$ cat config.mk
export PLATFORM = sky130hd
export DESIGN_NAME = alu_op_sequencer
export DESIGN_NICKNAME = d
export VERILOG_FILES = /design/src/rtl/alu_op_sequencer_pkg.sv /design/src/rtl/alu_regfile.sv /design/src/rtl/alu_op_sequencer.sv
export SDC_FILE = /design/constraint.sdc
export NUM_CORES = 1
export LEC_CHECK = 0
export BUFFER_PORTS_ARGS = -buffer_cell sky130_fd_sc_hd__buf_2
export CORE_MARGIN = 5
export CORE_UTILIZATION = 54
export DETAILED_ROUTE_END_ITERATION = 7
export GPL_TIMING_DRIVEN = 0
export PLACE_DENSITY = 0.9
export SKIP_LAST_GASP = 1
export SLEW_MARGIN = 40
export SYNTH_ARGS = -nofsm -noshare
export SYNTH_HDL_FRONTEND = slang
export SYNTH_SLANG_ARGS = --single-unit
$ cat constraint.sdc
create_clock -name clk -period 2.54 [get_ports clk]
set_clock_uncertainty 0.1 [all_clocks]
set_input_delay 0.127 -clock clk [delete_from_list [all_inputs] [get_ports clk]]
set_output_delay 0.127 -clock clk [all_outputs]
set_load 0.05 [all_outputs]
$ cat src/rtl/alu_op_sequencer_pkg.sv
// Shared opcodes, FSM states and instruction field positions
// for the ALU micro-sequencer.
package alu_op_sequencer_pkg;

   localparam logic [2:0] OP_ADD = 3'b000;
   localparam logic [2:0] OP_SUB = 3'b001;
   localparam logic [2:0] OP_AND = 3'b010;
   localparam logic [2:0] OP_OR  = 3'b011;
   localparam logic [2:0] OP_XOR = 3'b100;

   typedef enum logic [1:0] {
      S_IDLE = 2'd0,
      S_EXEC = 2'd1,
      S_WB   = 2'd2
   } state_e;

   localparam int unsigned F_FORM = 11;
   localparam int unsigned F_OP   = 8;
   localparam int unsigned F_RD   = 6;
   localparam int unsigned F_RS1  = 4;
   localparam int unsigned F_RS2  = 2;
   localparam int unsigned F_IMM  = 0;

   function automatic logic op_legal(input logic [2:0] op);
      return op <= OP_XOR;
   endfunction

endpackage

$ cat src/rtl/alu_regfile.sv
// Small register file: one write port, two operand read ports
// and a debug read port, all reads combinational.
module alu_regfile #(
   parameter int DW    = 4,
   parameter int NREGS = 4,
   localparam int AW   = $clog2(NREGS)
) (
   input  logic          clk,
   input  logic          rst_n,
   input  logic          we_i,
   input  logic [AW-1:0] waddr_i,
   input  logic [DW-1:0] wdata_i,
   input  logic [AW-1:0] raddr_a_i,
   input  logic [AW-1:0] raddr_b_i,
   output logic [DW-1:0] rdata_a_o,
   output logic [DW-1:0] rdata_b_o,
   input  logic [AW-1:0] dbg_sel_i,
   output logic [DW-1:0] dbg_data_o
);

   logic [DW-1:0] rf_q [NREGS];

   always_ff @(posedge clk or negedge rst_n) begin
      if (!rst_n) begin
         for (int i = 0; i < NREGS; i++) begin
            rf_q[i] <= '0;
         end
      end else if (we_i) begin
         rf_q[waddr_i] <= wdata_i;
      end
   end

   assign rdata_a_o  = rf_q[raddr_a_i];
   assign rdata_b_o  = rf_q[raddr_b_i];
   assign dbg_data_o = rf_q[dbg_sel_i];

endmodule

$ cat src/rtl/alu_op_sequencer.sv
// Micro-sequencer feeding the 4-bit ALU: accepts instructions,
// drives operands for ALU_LAT cycles, then writes the result back.
module alu_op_sequencer
   import alu_op_sequencer_pkg::*;
#(
   parameter int DW      = 4,
   parameter int NREGS   = 4,
   parameter int ALU_LAT = 1,
   localparam int AW     = $clog2(NREGS)
) (
   input  logic          clk,
   input  logic          rst_n,
   input  logic          instr_valid,
   output logic          instr_ready,
   input  logic [11:0]   instr,
   output logic [DW-1:0] alu_a,
   output logic [DW-1:0] alu_b,
   output logic [2:0]    alu_op,
   input  logic [DW-1:0] alu_result,
   output logic          wb_valid,
   output logic [AW-1:0] wb_rd,
   output logic [DW-1:0] wb_data,
   output logic          illegal,
   input  logic [AW-1:0] dbg_sel,
   output logic [DW-1:0] dbg_data
);

   localparam logic [2:0] LAT_M1 = 3'(ALU_LAT - 1);

   state_e        state_q, state_d;
   logic [2:0]    cnt_q, cnt_d;
   logic [AW-1:0] rd_q, rd_d;
   logic [DW-1:0] alu_a_q, alu_a_d;
   logic [DW-1:0] alu_b_q, alu_b_d;
   logic [2:0]    alu_op_q, alu_op_d;
   logic          wb_valid_q, wb_valid_d;
   logic [AW-1:0] wb_rd_q, wb_rd_d;
   logic [DW-1:0] wb_data_q, wb_data_d;
   logic          illegal_q, illegal_d;

   logic          rf_we;
   logic [AW-1:0] rf_waddr;
   logic [DW-1:0] rf_wdata;
   logic [DW-1:0] rs1_data, rs2_data;

   logic          is_li;
   logic [2:0]    op_f;
   logic [AW-1:0] rd_f, rs1_f, rs2_f;
   logic [DW-1:0] imm_f;

   assign is_li = instr[F_FORM];
   assign op_f  = instr[F_OP +: 3];
   assign rd_f  = instr[F_RD +: AW];
   assign rs1_f = instr[F_RS1 +: AW];
   assign rs2_f = instr[F_RS2 +: AW];
   assign imm_f = instr[F_IMM +: DW];

   alu_regfile #(
      .DW    (DW),
      .NREGS (NREGS)
   ) u_rf (
      .clk        (clk),
      .rst_n      (rst_n),
      .we_i       (rf_we),
      .waddr_i    (rf_waddr),
      .wdata_i    (rf_wdata),
      .raddr_a_i  (rs1_f),
      .raddr_b_i  (rs2_f),
      .rdata_a_o  (rs1_data),
      .rdata_b_o  (rs2_data),
      .dbg_sel_i  (dbg_sel),
      .dbg_data_o (dbg_data)
   );

   always_comb begin
      state_d    = state_q;
      cnt_d      = cnt_q;
      rd_d       = rd_q;
      alu_a_d    = alu_a_q;
      alu_b_d    = alu_b_q;
      alu_op_d   = alu_op_q;
      wb_valid_d = 1'b0;
      wb_rd_d    = wb_rd_q;
      wb_data_d  = wb_data_q;
      illegal_d  = 1'b0;
      rf_we      = 1'b0;
      rf_waddr   = rd_q;
      rf_wdata   = alu_result;
      unique case (state_q)
         S_IDLE: begin
            if (instr_valid) begin
               if (is_li) begin
                  rf_we      = 1'b1;
                  rf_waddr   = rd_f;
                  rf_wdata   = imm_f;
                  wb_valid_d = 1'b1;
                  wb_rd_d    = rd_f;
                  wb_data_d  = imm_f;
                  state_d    = S_WB;
               end else if (!op_legal(op_f)) begin
                  illegal_d = 1'b1;
               end else begin
                  // operands sampled now, so rd==rs reads the old value
                  alu_a_d  = rs1_data;
                  alu_b_d  = rs2_data;
                  alu_op_d = op_f;
                  rd_d     = rd_f;
                  cnt_d    = LAT_M1;
                  state_d  = S_EXEC;
               end
            end
         end
         S_EXEC: begin
            if (cnt_q != 3'd0) begin
               cnt_d = cnt_q - 3'd1;
            end else begin
               rf_we      = 1'b1;
               wb_valid_d = 1'b1;
               wb_rd_d    = rd_q;
               wb_data_d  = alu_result;
               state_d    = S_WB;
            end
         end
         S_WB: begin
            state_d = S_IDLE;
         end
         default: begin
            state_d = S_IDLE;
         end
      endcase
   end

   always_ff @(posedge clk or negedge rst_n) begin
      if (!rst_n) begin
         state_q    <= S_IDLE;
         cnt_q      <= '0;
         rd_q       <= '0;
         alu_a_q    <= '0;
         alu_b_q    <= '0;
         alu_op_q   <= '0;
         wb_valid_q <= 1'b0;
         wb_rd_q    <= '0;
         wb_data_q  <= '0;
         illegal_q  <= 1'b0;
      end else begin
         state_q    <= state_d;
         cnt_q      <= cnt_d;
         rd_q       <= rd_d;
         alu_a_q    <= alu_a_d;
         alu_b_q    <= alu_b_d;
         alu_op_q   <= alu_op_d;
         wb_valid_q <= wb_valid_d;
         wb_rd_q    <= wb_rd_d;
         wb_data_q  <= wb_data_d;
         illegal_q  <= illegal_d;
      end
   end

   assign instr_ready = (state_q == S_IDLE);
   assign alu_a       = alu_a_q;
   assign alu_b       = alu_b_q;
   assign alu_op      = alu_op_q;
   assign wb_valid    = wb_valid_q;
   assign wb_rd       = wb_rd_q;
   assign wb_data     = wb_data_q;
   assign illegal     = illegal_q;

endmodule

After elaboration in Yosys (flattened, before gate mapping):

Cells that the tools add are included.

* equality and inequality tests: 8
* $lt $le $gt $ge: 6
* reductions and logical operators: 8
* multiplexer cells: 44
* bitwise operators: 5
* add/subtract/negate cells: 1

Operators with widths (count)
* 2-to-1 mux 4 bit: 13
* binary-select mux 4 bit (select 2 bit): 3
* 2-to-1 mux 2 bit: 10
* bitwise mux 16 bit: 1
* >= comparator 3 bit, second input constant: 4
* 2-to-1 mux 3 bit: 4
* NOT 2 -> 3 bit: 4
* demux 4 bit (select 2 bit): 1
* inequality test 2 bit, second input constant: 4
* one-hot mux 2 bit (2 select lines): 2
* one-hot mux 4 bit (2 select lines): 1
* AND reduction 4 bit: 2
* 2-to-1 mux 1 bit: 7
* one-hot mux 3 bit (2 select lines): 1
* AND reduction 5 bit: 1
* inequality test 2 x 1 -> 1 bit, second input constant: 2
* less-or-equal comparator 3 bit, second input constant: 1
* less-than comparator 3 x 1 -> 1 bit, second input constant: 1
* inequality test 3 x 1 -> 1 bit, second input constant: 1
* AND reduction 3 bit: 1
* nonzero test 3 bit: 1
* subtractor 3 x 1 -> 3 bit, second input constant: 1
* equality test 2 x 1 -> 1 bit, second input constant: 1
* zero test 2 bit: 1
* 4 further kinds: 4

* input bits: 21
* flip-flop bits (word level): 42
* output and inout bits: 24
* logic and storage cells: 86

Depth between registers and ports, before layout:

Gate-level depths: netlist of the first run.

* depth in word-level cells: 9
* gate-level depth with buffers: 8

Modules after synthesis:

Synthesis of the first run repeated with hierarchy kept, for this count alone.

* cell total of the unflattened synthesis: 135
* area total of the unflattened synthesis: 2128.3 µm²

Modules (own cells, without submodules)
* alu_op_sequencer: cells each 87, area each 1227.4 µm², sequential area each 650.6 µm², instances 1
* alu_regfile: cells each 48, area each 900.9 µm², sequential area each 400.4 µm², instances 1

Worst setup path after synthesis of the first run:

No wires, ideal clock.

* path type: register -> register
* start: reg state_q[0]
* end: reg u_rf.rf_q[10] (netlist name)
* arrival: 1.663 ns
* data required time: 2.312 ns
* path slack: 0.649 ns
* cell stages (with the launch flop): 6
* cells stage by stage: dfrtp_1 -> nor4bb_1 -> buf_4 -> mux2i_4 -> nand3_2 -> mux2_1

* word-level cells in the longest chain between the ends: 8

Ends and longest elaborated chain
* start: declaration: RTL line alu_op_sequencer.sv:30 `state_e state_q, state_d;`
* start signal: assignment: RTL line alu_op_sequencer.sv:146 `state_q <= state_d;`
* zero test 2 bit: RTL line alu_op_sequencer.sv:89 `unique case (state_q)`
* 2-to-1 mux 2 bit: RTL line alu_op_sequencer.sv:89
* NOT 2 -> 3 bit (not written as such): RTL line alu_regfile.sv:29 `rf_q[waddr_i] <= wdata_i;`
* >= comparator 3 bit (not written as such) / less-than comparator 3 x 1 -> 1 bit (equally long branches): RTL line alu_regfile.sv:29
* logical AND 1 bit (not written as such): RTL line alu_regfile.sv:29
* 2-to-1 mux 4 bit (not written as such): RTL line alu_regfile.sv:29
* demux 4 bit (select 2 bit): RTL line alu_regfile.sv:29
* bitwise mux 16 bit: RTL line alu_regfile.sv:29
* end signal: indexed assignment: RTL line alu_regfile.sv:29
* end: declaration: RTL line alu_regfile.sv:21 `logic [DW-1:0] rf_q [NREGS];`

Several ways; a longest one is shown, not always the timed one.
A chain may end at the register's enable or synchronous reset.

Worst setup path in the final report of the first run:

* start: reg state_q[0]
* end: reg wb_data_q[0] (netlist: wb_data[0])

* word-level cells in the longest chain between the ends: 3

Ends and longest elaborated chain
* equality test 2 x 1 -> 1 bit / zero test 2 bit (equally long branches): RTL line alu_op_sequencer.sv:89
* inequality test 2 bit (no line) (tied with other cells)
* AND reduction 4 bit (no line)
* end signal: assignment: RTL line alu_op_sequencer.sv:154 `wb_data_q <= wb_data_d;`
* end: declaration: RTL line alu_op_sequencer.sv:38 `logic [DW-1:0] wb_data_q, wb_data_d;`

Several ways; a longest one is shown, not always the timed one.

==> results of run 1 <==
-- path summary, 6_finish.rpt --
path	startpoint	endpoint	slack, ns
max	state_q[0]$_DFFE_PN0P_	wb_data[0]$_DFFE_PN0P_	0.14
min in group asynchronous	rst_n	wb_valid$_DFF_PN0_	0.26
max in group asynchronous	rst_n	u_rf.rf_q[0]$_DFFE_PN0P_	1.71
min reg2reg	alu_a[3]$_DFFE_PN0P_	alu_a[3]$_DFFE_PN0P_	0.41
min	instr[6]	rd_q[0]$_DFFE_PN0P_	0.001
max reg2reg	state_q[0]$_DFFE_PN0P_	wb_data[0]$_DFFE_PN0P_	0.14
-- flip-flops by register name, indices dropped and copies added (netlist names) --
register and cells:
wb_data 4, alu_a 4, cnt_q 3, wb_valid 1
illegal 1, rd_q 2, state_q 2, alu_b 4
u_rf.rf_q 16, wb_rd 2, alu_op 3
-- final cells by class --
cell class | instances | area, µm²
Buffer | 6 | 46.3
Clock buffer | 7 | 86.3
Fill cell | 279 | 1190
Timing Repair Buffer | 48 | 268
Multi-Input combinational cell | 96 | 1010
Sequential cell | 42 | 1050
Clock inverter | 1 | 5.00
Inverter | 5 | 20.0
Tap cell | 48 | 60.1
-- cells by family (layout without fill, tap and decap cells) --
family	count (synthesis)	after routing
xor gates and xnor gates	1	1
and+or+nand+nor	35	35
muxes	47	47
adders and majority gates	2	2
buffers and inverters	11	67
DFF	42	42
AOI/OAI and AO/OA	11	11
-- metrics by stage --
| step | cell area, µm² | instances |
|---|---|---|
| finish | 2550 | 253 |
| global route | 2550 | 253 |
| CTS | 2540 | 253 |
| detailed placement | 2400 | 240 |
| global placement | 2400 | 240 |
| floorplan | 2130 | 149 |
-- power by group through the flow --
stage	Clock [W]	Combinational (W)	Sequential, W
global placement	0	0.00176	0.00121
floorplan	0	0.000954	0.00167
CTS	0.000446	0.00184	0.00122
global route	0.000470	0.00195	0.00127
detailed placement	0	0.00182	0.00123
finish	0.000439	0.00183	0.00122
-- what timing repair did --
action | CTS | global route
resized for setup | 0 | 1
hold endpoints to repair | 45 | 0
hold buffers | 5 | 0
buffers inserted | 0 | 0
endpoints found under the setup margin | 0 | 1
-- critical path, stage by stage, from the launching register on --
cell	delay [ns]
sky130_fd_sc_hd__dfrtp_1	0.46
sky130_fd_sc_hd__nor4bb_2	0.32
sky130_fd_sc_hd__buf_4	0.22
sky130_fd_sc_hd__o21ba_4	0.20
sky130_fd_sc_hd__clkinv_2	0.10
sky130_fd_sc_hd__buf_2	0.22
sky130_fd_sc_hd__a31oi_1	0.09
sky130_fd_sc_hd__dlygate4sd3_1	0.56
-- cells in the mapped netlist, drive strengths merged --
| cell | n |
|---|---|
| a21oi | 2 |
| a31oi | 5 |
| and2 | 1 |
| buf | 4 |
| clkbuf | 2 |
| clkinv | 1 |
| dfrtp | 42 |
| ha | 2 |
| inv | 4 |
| mux2 | 33 |
| mux2i | 2 |
| mux4 | 12 |
| nand2 | 12 |
| nand2b | 3 |
| nand3 | 5 |
| nor2 | 9 |
| nor2b | 1 |
| nor3 | 2 |
| nor4bb | 1 |
| o21ai | 3 |
| o21ba | 1 |
| or4b | 1 |
| xnor2 | 1 |
-- metal layers --
layer  vias to the layer above  share of wire  track usage
li1                        652              -            -
met2                        45           0.52        0.323
met1                       722           0.41        0.245
met5                         -              0            0
met4                         0         0.0060       0.0451
met3                         5          0.056       0.0358
==> reports/summary.json, run 1 <==
{
  "route": {
    "total_via_count_after_detailed_routing": 1424,
    "detailedRoute.firstPassIterationCount": 4,
    "remaining_drc_errors": 0,
    "final_antenna_net_count": 0,
    "route.detailed.wl_per_inst_um": 17.7,
    "initialDrtViolationCount": 43,
    "routed_via_density": 5.63,
    "drt-total-wl_mm": 4.48
  },
  "synthesis": {
    "synth-adder-area-share": 0.0118,
    "yosys_warnings": 0,
    "synth.largest_area_cell": "sky130_fd_sc_hd__dfrtp_1",
    "synth-simple-area-share": 0.0983,
    "compound_gate_fraction_of_synth_area": 0.0341,
    "synthesis.area_per_instance_um2": 14.3,
    "synth_sequential_area_ratio": 0.494,
    "synthesis.instances": 149,
    "synth.lib_cells_used.distinct": 31,
    "yosys_register_bits": 42,
    "synth_top_cells_by_area": "sky130_fd_sc_hd__dfrtp_1 (49%), sky130_fd_sc_hd__mux2_2 (14%), sky130_fd_sc_hd__mux4_2 (13%), sky130_fd_sc_hd__mux2_4 (3.5%), sky130_fd_sc_hd__nand2_1 (2.1%)",
    "total_standard_cell_area_after_synthesis_um2": 2130,
    "synth_mux_area_frac": 0.326,
    "synth_fp_nets": 172,
    "synth_xor_area_frac": 0.00412,
    "synth_top_family_by_area": "multiplexers",
    "yosysTopAreaCellShare": 0.494
  },
  "place": {
    "portBuffers": 43,
    "post-place-ws_ns": 0.403,
    "routabilityCongestion": 0.762,
    "hpwl_mm": 3.39
  },
  "hold_path": {
    "worst_hold_path.num_cells": 2,
    "worstHoldPathType": "input pin to register"
  },
  "power_and_ir_drop": {
    "power_density_over_the_cells_nw_per_um2": 1370,
    "swShare": 0.454,
    "p_sw_w": 0.00158,
    "ir_drop_mv": 0.638,
    "power_frac_seq": 0.350,
    "totalPowerFinal_w": 0.00348,
    "internal-power_w": 0.00190,
    "clockPowerShare": 0.126,
    "comb_power_share": 0.524,
    "static-leakage-power_nw": 1.18
  },
  "setup_path": {
    "reg2reg_depth": 7,
    "timing_worst_setup_path_type": "register to register",
    "crit_path_max_fanout": 10,
    "kind_of_end_point_of_the_critical_path": "register",
    "worst-endpoint-arrival_ns": 2.48,
    "cp-start-kind": "register",
    "critPathRequiredTime_ns": 2.61
  },
  "cts": {
    "cts.root.buffer_cell": "sky130_fd_sc_hd__clkbuf_8",
    "cts_inserted_buffers": 5,
    "h-tree-depth": 2,
    "cts_max_path_buffers": 2,
    "tritoncts": "built",
    "worstSkewPairLatency_ns": 0.29,
    "cts.clk_slew.worst_paths_ns": 0.08,
    "cts_sinks": 42
  },
  "timing": {
    "fin_setup_tns_ns": 0,
    "maxSlewViolCount": 0,
    "hold_ws_ns": 0.00138,
    "max_freq_mhz": 416,
    "unrepaired_setup_endpoints_after_global_routing": "no",
    "setup_viol_count_final": 0,
    "postLayoutSetupSlackWorst_ns": 0.137,
    "timing.max_slew.rel_slack": 0.648,
    "hold_violations": 0,
    "timing.final.crit_share": 0.946,
    "slew_at_the_pin_closest_to_its_max_slew_limit_ns": 0.527,
    "final_critical_path_time_including_i_o_delays_and_setup_ns": 2.40
  },
  "floorplanning": {
    "floorplan.rows": 22,
    "die_w_um": 72.7,
    "area_enclosed_by_the_die_boundary_um2": 5290,
    "floorplan.core_area_um2": 3740,
    "start_util": 0.568,
    "pin_count": 45,
    "floorplan.die.height_um": 72.7
  },
  "cells_and_area": {
    "final_common_cell": "sky130_fd_sc_hd__buf_2",
    "drive_above_1_share": 0.527,
    "antenna-diode-count": 0,
    "syn_to_final_growth_pct": 20.0,
    "nNetsFinal": 227,
    "final_core_utilization": 0.681,
    "layout_common_cells": "sky130_fd_sc_hd__buf_2 (43), sky130_fd_sc_hd__dfrtp_1 (42), sky130_fd_sc_hd__mux2_2 (27)"
  },
  "grt": {
    "grt_max_degree": 43,
    "all_layer_gr_usage": 0.187,
    "grt_pass1_vias": 1558,
    "grt_pass1_wl_mm": 7.60,
    "grt_antenna_before_repair": 0,
    "grt_overflow": 0
  },
  "job": {
    "timing.max_cap.violations": 0
  },
  "status": {
    "outcome": "completed"
  }
}
Power figures use the tool's default switching activity.
==> inputs of run 2 (changes only) <==
--- a/config.mk
+++ b/config.mk
@@ -6,8 +6,10 @@
 export NUM_CORES = 1
 export LEC_CHECK = 0
 export BUFFER_PORTS_ARGS = -buffer_cell sky130_fd_sc_hd__buf_2
+export CELL_PAD_IN_SITES_DETAIL_PLACEMENT = 1
+export CELL_PAD_IN_SITES_GLOBAL_PLACEMENT = 1
 export CORE_MARGIN = 5
-export CORE_UTILIZATION = 54
+export CORE_UTILIZATION = 44
 export DETAILED_ROUTE_END_ITERATION = 7
 export GPL_TIMING_DRIVEN = 0
 export PLACE_DENSITY = 0.9
==> reports/summary.json, run 2 (same netlist as run 1, synthesis figures left out) <==
{
  "place": {
    "routabilityCongestion": {"value": 0.748, "change": "-1.8%"},
    "portBuffers": {"value": 43, "change": "unchanged"},
    "hpwl": {"value": 4.01, "unit": "mm", "change": "+18%"}
  },
  "setup_path": {
    "end_of_the_worst_register_to_register_path": "wb_data[0]$_DFFE_PN0P_",
    "reg2reg_depth": {"value": 7, "change": "unchanged"},
    "crit_path_max_fanout": {"value": 10, "change": "unchanged"},
    "kind_of_end_point_of_the_critical_path": "register",
    "timing_worst_setup_path_type": "register to register",
    "reg2reg_from": "state_q[0]$_DFFE_PN0P_",
    "critPathRequiredTime": {"value": 2.62, "unit": "ns", "change": "about the same"},
    "worst-endpoint-arrival": {"value": 2.46, "unit": "ns", "change": "-0.02 ns"},
    "timing.reg2reg.setup_slack": {"value": 0.17, "unit": "ns", "change": "+0.03 ns"},
    "cp-start-kind": "register"
  },
  "status": {
    "outcome": "completed"
  },
  "job": {
    "timing.max_cap.violations": {"value": 0, "change": "unchanged"}
  },
  "route": {
    "detailedRoute.firstPassIterationCount": {"value": 4, "change": "unchanged"},
    "total_via_count_after_detailed_routing": {"value": 1521, "change": "+6.8%"},
    "routed_via_density": {"value": 5.72, "change": "+1.6%"},
    "final_antenna_net_count": {"value": 0, "change": "unchanged"},
    "remaining_drc_errors": {"value": 0, "change": "unchanged"},
    "drt-total-wl": {"value": 5.53, "unit": "mm", "change": "+24%"},
    "initialDrtViolationCount": {"value": 68, "change": "+58%"},
    "route.detailed.wl_per_inst": {"value": 20.8, "unit": "µm", "change": "+18%"}
  },
  "cells_and_area": {
    "syn_to_final_growth_pct": 23.4,
    "nFillCells": {"value": 492, "change": "+76%"},
    "largest-register": "u_rf.rf_q",
    "nNetsFinal": {"value": 235, "change": "+3.5%"},
    "antenna-diode-count": {"value": 0, "change": "unchanged"},
    "final_core_utilization": {"value": 0.559, "change": "-0.123"},
    "largest_reg_flops": {"value": 16, "change": "unchanged"},
    "layout_common_cells": "sky130_fd_sc_hd__buf_2 (42), sky130_fd_sc_hd__dfrtp_1 (41), sky130_fd_sc_hd__mux2_2 (27)",
    "final_common_cell": "sky130_fd_sc_hd__buf_2",
    "drive_above_1_share": {"value": 0.514, "change": "-0.0127"}
  },
  "power_and_ir_drop": {
    "ir_drop": {"value": 0.491, "unit": "mV", "change": "-23%"},
    "totalPowerFinal": {"value": 0.00357, "unit": "W", "change": "+2.5%"},
    "static-leakage-power": {"value": 1.21, "unit": "nW", "change": "+2.0%"},
    "power_density_over_the_cells": {"value": 1360, "unit": "nW/µm²", "change": "-0.28%"}
  },
  "hold_path": {
    "worstHoldPathType": "input pin to register",
    "worst_hold_path.num_cells": {"value": 3, "change": "+1"},
    "min_delay_worst_endpoint": "illegal$_DFF_PN0_",
    "hold_path_startpoint": "instr[11]"
  },
  "cts": {
    "cts_inserted_buffers": {"value": 5, "change": "unchanged"},
    "cts.root.buffer_cell": "sky130_fd_sc_hd__clkbuf_8",
    "h-tree-depth": {"value": 2, "change": "unchanged"},
    "worstSkewPairLatency": {"value": 0.30, "unit": "ns", "change": "about the same"},
    "tritoncts": "built",
    "cts_max_path_buffers": {"value": 2, "change": "unchanged"},
    "cts.clk_slew.worst_paths": {"value": 0.08, "unit": "ns", "change": "about the same"},
    "cts_sinks": {"value": 42, "change": "unchanged"}
  },
  "floorplanning": {
    "floorplan.rows": {"value": 25, "change": "+14%"},
    "floorplan.die.height": {"value": 79.5, "unit": "µm", "change": "+9.3%"},
    "area_enclosed_by_the_die_boundary": {"value": 6320, "unit": "µm²", "change": "+19%"},
    "pin_count": {"value": 45, "change": "unchanged"},
    "floorplan.core_area": {"value": 4690, "unit": "µm²", "change": "+25%"},
    "start_util": {"value": 0.453, "change": "-0.115"},
    "die_w": {"value": 79.5, "unit": "µm", "change": "+9.3%"}
  },
  "timing": {
    "hold_ws": {"value": 0.0164, "unit": "ns", "change": "+0.0151 ns"},
    "maxSlewViolCount": {"value": 0, "change": "unchanged"},
    "setup_viol_count_final": {"value": 0, "change": "unchanged"},
    "hold_violations": {"value": 0, "change": "unchanged"},
    "fin_setup_tns": {"value": 0, "unit": "ns", "change": "unchanged"},
    "unrepaired_setup_endpoints_after_global_routing": "no",
    "timing.max_slew.rel_slack": {"value": 0.648, "change": "about the same"},
    "timing.final.crit_share": {"value": 0.934, "change": "-0.0120"},
    "final_critical_path_time_including_i_o_delays_and_setup": {"value": 2.37, "unit": "ns", "change": "-0.0304 ns"},
    "slew_at_the_pin_closest_to_its_max_slew_limit": {"value": 0.513, "unit": "ns", "change": "-0.0139 ns"},
    "max_freq": {"value": 422, "unit": "MHz", "change": "+1.3%"}
  },
  "grt": {
    "all_layer_gr_usage": {"value": 0.191, "change": "+0.00393"},
    "grt_antenna_before_repair": {"value": 0, "change": "unchanged"},
    "grt_pass1_vias": {"value": 1720, "change": "+10%"},
    "grt_pass1_wl": {"value": 9.05, "unit": "mm", "change": "+19%"},
    "grt_overflow": {"value": 0, "change": "unchanged"},
    "grt_max_degree": {"value": 43, "change": "unchanged"}
  }
}
==> run 2: changes by cell type in the layout (fill, tap and decap cells not counted) <==
cell,change
sky130_fd_sc_hd__dfrtp_2,+1
sky130_fd_sc_hd__clkbuf_8,-1
sky130_fd_sc_hd__buf_4,+2
sky130_fd_sc_hd__buf_2,-1
sky130_fd_sc_hd__clkbuf_1,+1
sky130_fd_sc_hd__dfrtp_1,-1
sky130_fd_sc_hd__clkinv_2,-1
sky130_fd_sc_hd__dlygate4sd3_1,+6
sky130_fd_sc_hd__clkbuf_4,+1
==> run 2: repair_timing <==
item,CTS,global route
hold buffers,10,1
setup buffers,0,2
setup endpoints to repair,0,2
endpoints found under the hold margin,49,1
gates resized for setup,0,3
==> run 2: critical path: stages (launching register included) <==
cell	delay (ns)
sky130_fd_sc_hd__dfrtp_2	0.47
sky130_fd_sc_hd__nor4bb_2	0.29
sky130_fd_sc_hd__buf_4	0.17
sky130_fd_sc_hd__o21ba_4	0.19
sky130_fd_sc_hd__clkinv_2	0.12
sky130_fd_sc_hd__clkbuf_4	0.22
sky130_fd_sc_hd__a31oi_1	0.11
sky130_fd_sc_hd__dlygate4sd3_1	0.58
==> run 2: metal layers <==
layer / up-vias / share of wire / GRT usage
met5: - / 0 / 0
met4: 0 / 0.029 / 0.0911
met1: 790 / 0.40 / 0.211
met2: 46 / 0.53 / 0.341
met3: 13 / 0.039 / 0.0497
li1: 672 / - / -
==> run 2: metrics by stage <==
step                cells  setup slack [ns]  area (µm²)
finish                266             0.168        2620
global route          266            0.0765        2620
CTS                   263            0.0761        2590
detailed placement    246             0.422        2410
global placement      246             0.467        2410
floorplan             149             0.649        2130
==> run 2: worst max-delay path by stage <==
stage                      startpoint                        end  cells past startpoint
2_1_floorplan  state_q[0]$_DFFE_PN0P_  u_rf.rf_q[10]$_DFFE_PN0P_                      5
3_3_place_gp   state_q[0]$_DFFE_PN0P_  u_rf.rf_q[10]$_DFFE_PN0P_                      5
3_5_place_dp   state_q[0]$_DFFE_PN0P_  u_rf.rf_q[10]$_DFFE_PN0P_                      5
4_1_cts        state_q[0]$_DFFE_PN0P_     wb_data[0]$_DFFE_PN0P_                      7
5_1_grt        state_q[0]$_DFFE_PN0P_     wb_data[0]$_DFFE_PN0P_                      7
6_report       state_q[0]$_DFFE_PN0P_     wb_data[0]$_DFFE_PN0P_                      7
==> run 2: area by class of cell <==
| class | instances | area [µm²] | share of cell area |
|---|---|---|---|
| Sequential cell | 42 | 1050 | 0.401 |
| Multi-Input combinational cell | 96 | 1010 | 0.387 |
| Timing Repair Buffer | 56 | 343 | 0.131 |
| Clock buffer | 7 | 76.3 | 0.0291 |
| Tap cell | 54 | 67.6 | 0.0258 |
| Buffer | 6 | 48.8 | 0.0186 |
| Inverter | 5 | 20.0 | 0.00763 |
==> run 2: report_power, final <==
group          switching [W]  internal [W]  leakage, nW
clock network       0.000221      0.000189       0.0383
logic                0.00118      0.000725        0.660
registers           0.000273      0.000987        0.507
total                0.00167       0.00190         1.21
==> inputs of run 3 (changes only) <==
--- a/config.mk
+++ b/config.mk
@@ -12,7 +12,7 @@
 export CORE_UTILIZATION = 44
 export DETAILED_ROUTE_END_ITERATION = 7
 export GPL_TIMING_DRIVEN = 0
-export PLACE_DENSITY = 0.9
+export PLACE_DENSITY_LB_ADDON = 0.2
 export SKIP_LAST_GASP = 1
 export SLEW_MARGIN = 40
 export SYNTH_ARGS = -nofsm -noshare
==> reports/summary.json, run 3 (same netlist as run 1, synthesis figures left out) <==
{
  "status": {
    "outcome": "completed"
  },
  "place": {
    "dpl.cell_count": {"value": 246, "change": "unchanged"},
    "portBuffers": {"value": 43, "change": "unchanged"},
    "routabilityCongestion": {"value": 0.799, "change": "+6.8%"},
    "hpwl": {"value": 3.84, "unit": "mm", "change": "-4.1%"}
  },
  "power_and_ir_drop": {
    "swShare": {"value": 0.459, "change": "-0.00854"},
    "power_frac_seq": {"value": 0.346, "change": "-0.007"},
    "static-leakage-power": {"value": 1.19, "unit": "nW", "change": "-1.3%"},
    "ir_drop": {"value": 0.666, "unit": "mV", "change": "+36%"},
    "p_sw": {"value": 0.00163, "unit": "W", "change": "-2.4%"},
    "clockPowerShare": {"value": 0.126, "change": "+0.011"},
    "comb_power_share": {"value": 0.528, "change": "-0.004"},
    "internal-power": {"value": 0.00192, "unit": "W", "change": "+0.97%"},
    "totalPowerFinal": {"value": 0.00355, "unit": "W", "change": "-0.63%"},
    "power_density_over_the_cells": {"value": 1380, "unit": "nW/µm²", "change": "+0.96%"}
  },
  "timing": {
    "max_freq": {"value": 418, "unit": "MHz", "change": "-0.81%"},
    "hold_violations": {"value": 0, "change": "unchanged"},
    "setup_viol_count_final": {"value": 0, "change": "unchanged"},
    "timing.max_slew.rel_slack": {"value": 0.634, "change": "-0.0141"},
    "unrepaired_setup_endpoints_after_global_routing": "no",
    "fin_setup_tns": {"value": 0, "unit": "ns", "change": "unchanged"},
    "slew_at_the_pin_closest_to_its_max_slew_limit": {"value": 0.549, "unit": "ns", "change": "+0.0359 ns"},
    "timing.final.crit_share": {"value": 0.942, "change": "+0.00761"},
    "final_critical_path_time_including_i_o_delays_and_setup": {"value": 2.39, "unit": "ns", "change": "+0.0193 ns"},
    "maxSlewViolCount": {"value": 0, "change": "unchanged"}
  },
  "route": {
    "total_via_count_after_detailed_routing": {"value": 1458, "change": "-4.1%"},
    "route.detailed.wl_per_inst": {"value": 20.2, "unit": "µm", "change": "-2.7%"},
    "remaining_drc_errors": {"value": 0, "change": "unchanged"},
    "detailedRoute.firstPassIterationCount": {"value": 4, "change": "unchanged"},
    "drt-total-wl": {"value": 5.28, "unit": "mm", "change": "-4.6%"},
    "routed_via_density": {"value": 5.59, "change": "-2.3%"},
    "initialDrtViolationCount": {"value": 60, "change": "-12%"},
    "final_antenna_net_count": {"value": 0, "change": "unchanged"}
  },
  "job": {
    "timing.max_cap.violations": {"value": 0, "change": "unchanged"}
  },
  "floorplanning": {
    "start_util": {"value": 0.453, "change": "unchanged"},
    "floorplan.die.height": {"value": 79.5, "unit": "µm", "change": "unchanged"},
    "floorplan.core_area": {"value": 4690, "unit": "µm²", "change": "unchanged"},
    "floorplan.rows": {"value": 25, "change": "unchanged"},
    "area_enclosed_by_the_die_boundary": {"value": 6320, "unit": "µm²", "change": "unchanged"},
    "die_w": {"value": 79.5, "unit": "µm", "change": "unchanged"},
    "pin_count": {"value": 45, "change": "unchanged"}
  },
  "grt": {
    "grt_max_degree": {"value": 43, "change": "unchanged"},
    "grt_overflow": {"value": 0, "change": "unchanged"},
    "all_layer_gr_usage": {"value": 0.188, "change": "-0.00366"},
    "grt_antenna_before_repair": {"value": 0, "change": "unchanged"},
    "grt_pass1_wl": {"value": 8.88, "unit": "mm", "change": "-1.9%"},
    "grt_pass1_vias": {"value": 1666, "change": "-3.1%"}
  },
  "cts": {
    "cts.clk_slew.worst_paths": {"value": 0.08, "unit": "ns", "change": "about the same"},
    "tritoncts": "built",
    "cts_sinks": {"value": 42, "change": "unchanged"},
    "worstSkewPairLatency": {"value": 0.30, "unit": "ns", "change": "about the same"},
    "cts_inserted_buffers": {"value": 5, "change": "unchanged"},
    "cts_max_path_buffers": {"value": 2, "change": "unchanged"},
    "h-tree-depth": {"value": 2, "change": "unchanged"},
    "cts.root.buffer_cell": "sky130_fd_sc_hd__clkbuf_8"
  },
  "cells_and_area": {
    "largest-register": "u_rf.rf_q",
    "antenna-diode-count": {"value": 0, "change": "unchanged"},
    "layout_common_cells": "sky130_fd_sc_hd__dfrtp_1 (42), sky130_fd_sc_hd__buf_2 (42), sky130_fd_sc_hd__mux2_2 (27)",
    "nFillCells": {"value": 489, "change": "-0.61%"},
    "syn_to_final_growth_pct": 21.4,
    "nNetsFinal": {"value": 229, "change": "-2.6%"},
    "drive_above_1_share": {"value": 0.522, "change": "+0.00759"},
    "instances_no_fill": {"value": 261, "change": "-1.9%"},
    "largest_reg_flops": {"value": 16, "change": "unchanged"}
  },
  "setup_path": {
    "crit_path_launch": "state_q[0]$_DFFE_PN0P_",
    "cp-start-kind": "register",
    "worst-endpoint-arrival": {"value": 2.47, "unit": "ns", "change": "about the same"},
    "timing_worst_setup_path_type": "register to register",
    "reg2reg_from": "state_q[0]$_DFFE_PN0P_",
    "critPathRequiredTime": {"value": 2.62, "unit": "ns", "change": "about the same"},
    "crit_path_max_fanout": {"value": 10, "change": "unchanged"},
    "kind_of_end_point_of_the_critical_path": "register"
  },
  "hold_path": {
    "worstHoldPathType": "input pin to register",
    "hold_path_startpoint": "instr[6]"
  }
}
[run 3: cell count changes in the layout (fill, tap and decap cells not counted)]
cell                            previous run  this run
sky130_fd_sc_hd__dfrtp_2                   1         0
sky130_fd_sc_hd__clkinv_2                  1         2
sky130_fd_sc_hd__buf_4                     4         2
sky130_fd_sc_hd__clkbuf_8                  5         6
sky130_fd_sc_hd__dfrtp_1                  41        42
sky130_fd_sc_hd__dlygate4sd3_1            11         7
sky130_fd_sc_hd__clkbuf_1                  4         3
[run 3: final cells by class]
| type | instances | area (µm²) | share of cell area |
|---|---|---|---|
| Clock inverter | 1 | 5.00 | 0.00194 |
| Clock buffer | 7 | 86.3 | 0.0334 |
| Timing Repair Buffer | 50 | 288 | 0.111 |
| Inverter | 5 | 20.0 | 0.00776 |
| Multi-Input combinational cell | 96 | 1010 | 0.393 |
| Tap cell | 54 | 67.6 | 0.0262 |
| Buffer | 6 | 48.8 | 0.0189 |
| Sequential cell | 42 | 1050 | 0.407 |
[run 3: worst max-delay path, cell delays in order, from the launching register on]
cell and delay [ns]:
sky130_fd_sc_hd__dfrtp_1 0.47, sky130_fd_sc_hd__nor4bb_2 0.30, sky130_fd_sc_hd__buf_4 0.22, sky130_fd_sc_hd__o21ba_4 0.20, sky130_fd_sc_hd__clkinv_2 0.10, sky130_fd_sc_hd__clkbuf_4 0.21
sky130_fd_sc_hd__a31oi_1 0.10, sky130_fd_sc_hd__dlygate4sd3_1 0.56
[run 3: final timing paths]
kind | endpoint | slack [ns] | cells past startpoint
min | rd_q[0]$_DFFE_PN0P_ | 0.01 | 2
min in group asynchronous | cnt_q[0]$_DFFE_PN0P_ | 0.26 | 2
max in group asynchronous | u_rf.rf_q[2]$_DFFE_PN0P_ | 1.70 | 2
max | wb_data[1]$_DFFE_PN0P_ | 0.15 | 7
max reg2reg | wb_data[1]$_DFFE_PN0P_ | 0.15 | 7
min reg2reg | alu_b[0]$_DFFE_PN0P_ | 0.40 | 1
[run 3: metal layers]
layer  part of all wire  global-route usage  wire length (µm)
met5                  0                   0                 0
met4              0.017              0.0670                91
met3              0.037              0.0361               193
met2               0.54               0.332              2830
met1               0.41               0.226              2160
[run 3: power groups by stage]
stage	Clock [W]	Combinational [W]	Sequential (W)
2_1_floorplan	0	0.000954	0.00167
5_1_grt	0.000489	0.00200	0.00128
3_3_place_gp	0	0.00178	0.00120
4_1_cts	0.000459	0.00188	0.00123
3_5_place_dp	0	0.00184	0.00124
6_report	0.000447	0.00188	0.00123
[run 3: per-stage QoR]
stage	util	setup slack [ns]	hold slack [ns]	area, µm²
6_report	0.550	0.148	0.00975	2580
5_1_grt	0.550	0.0156	0.00774	2580
4_1_cts	0.548	0.117	0.00335	2570
3_5_place_dp	0.514	0.403	0.0532	2410
3_3_place_gp	0.513	0.466	0.200	2410
2_1_floorplan	-	0.649	-0.269	2130
[run 3: repair_timing]
action	in CTS	in global routing
endpoints found under the hold margin	46	0
gates resized for setup	0	2
setup endpoints to repair	0	2
buffers inserted	0	0
hold buffers	7	0
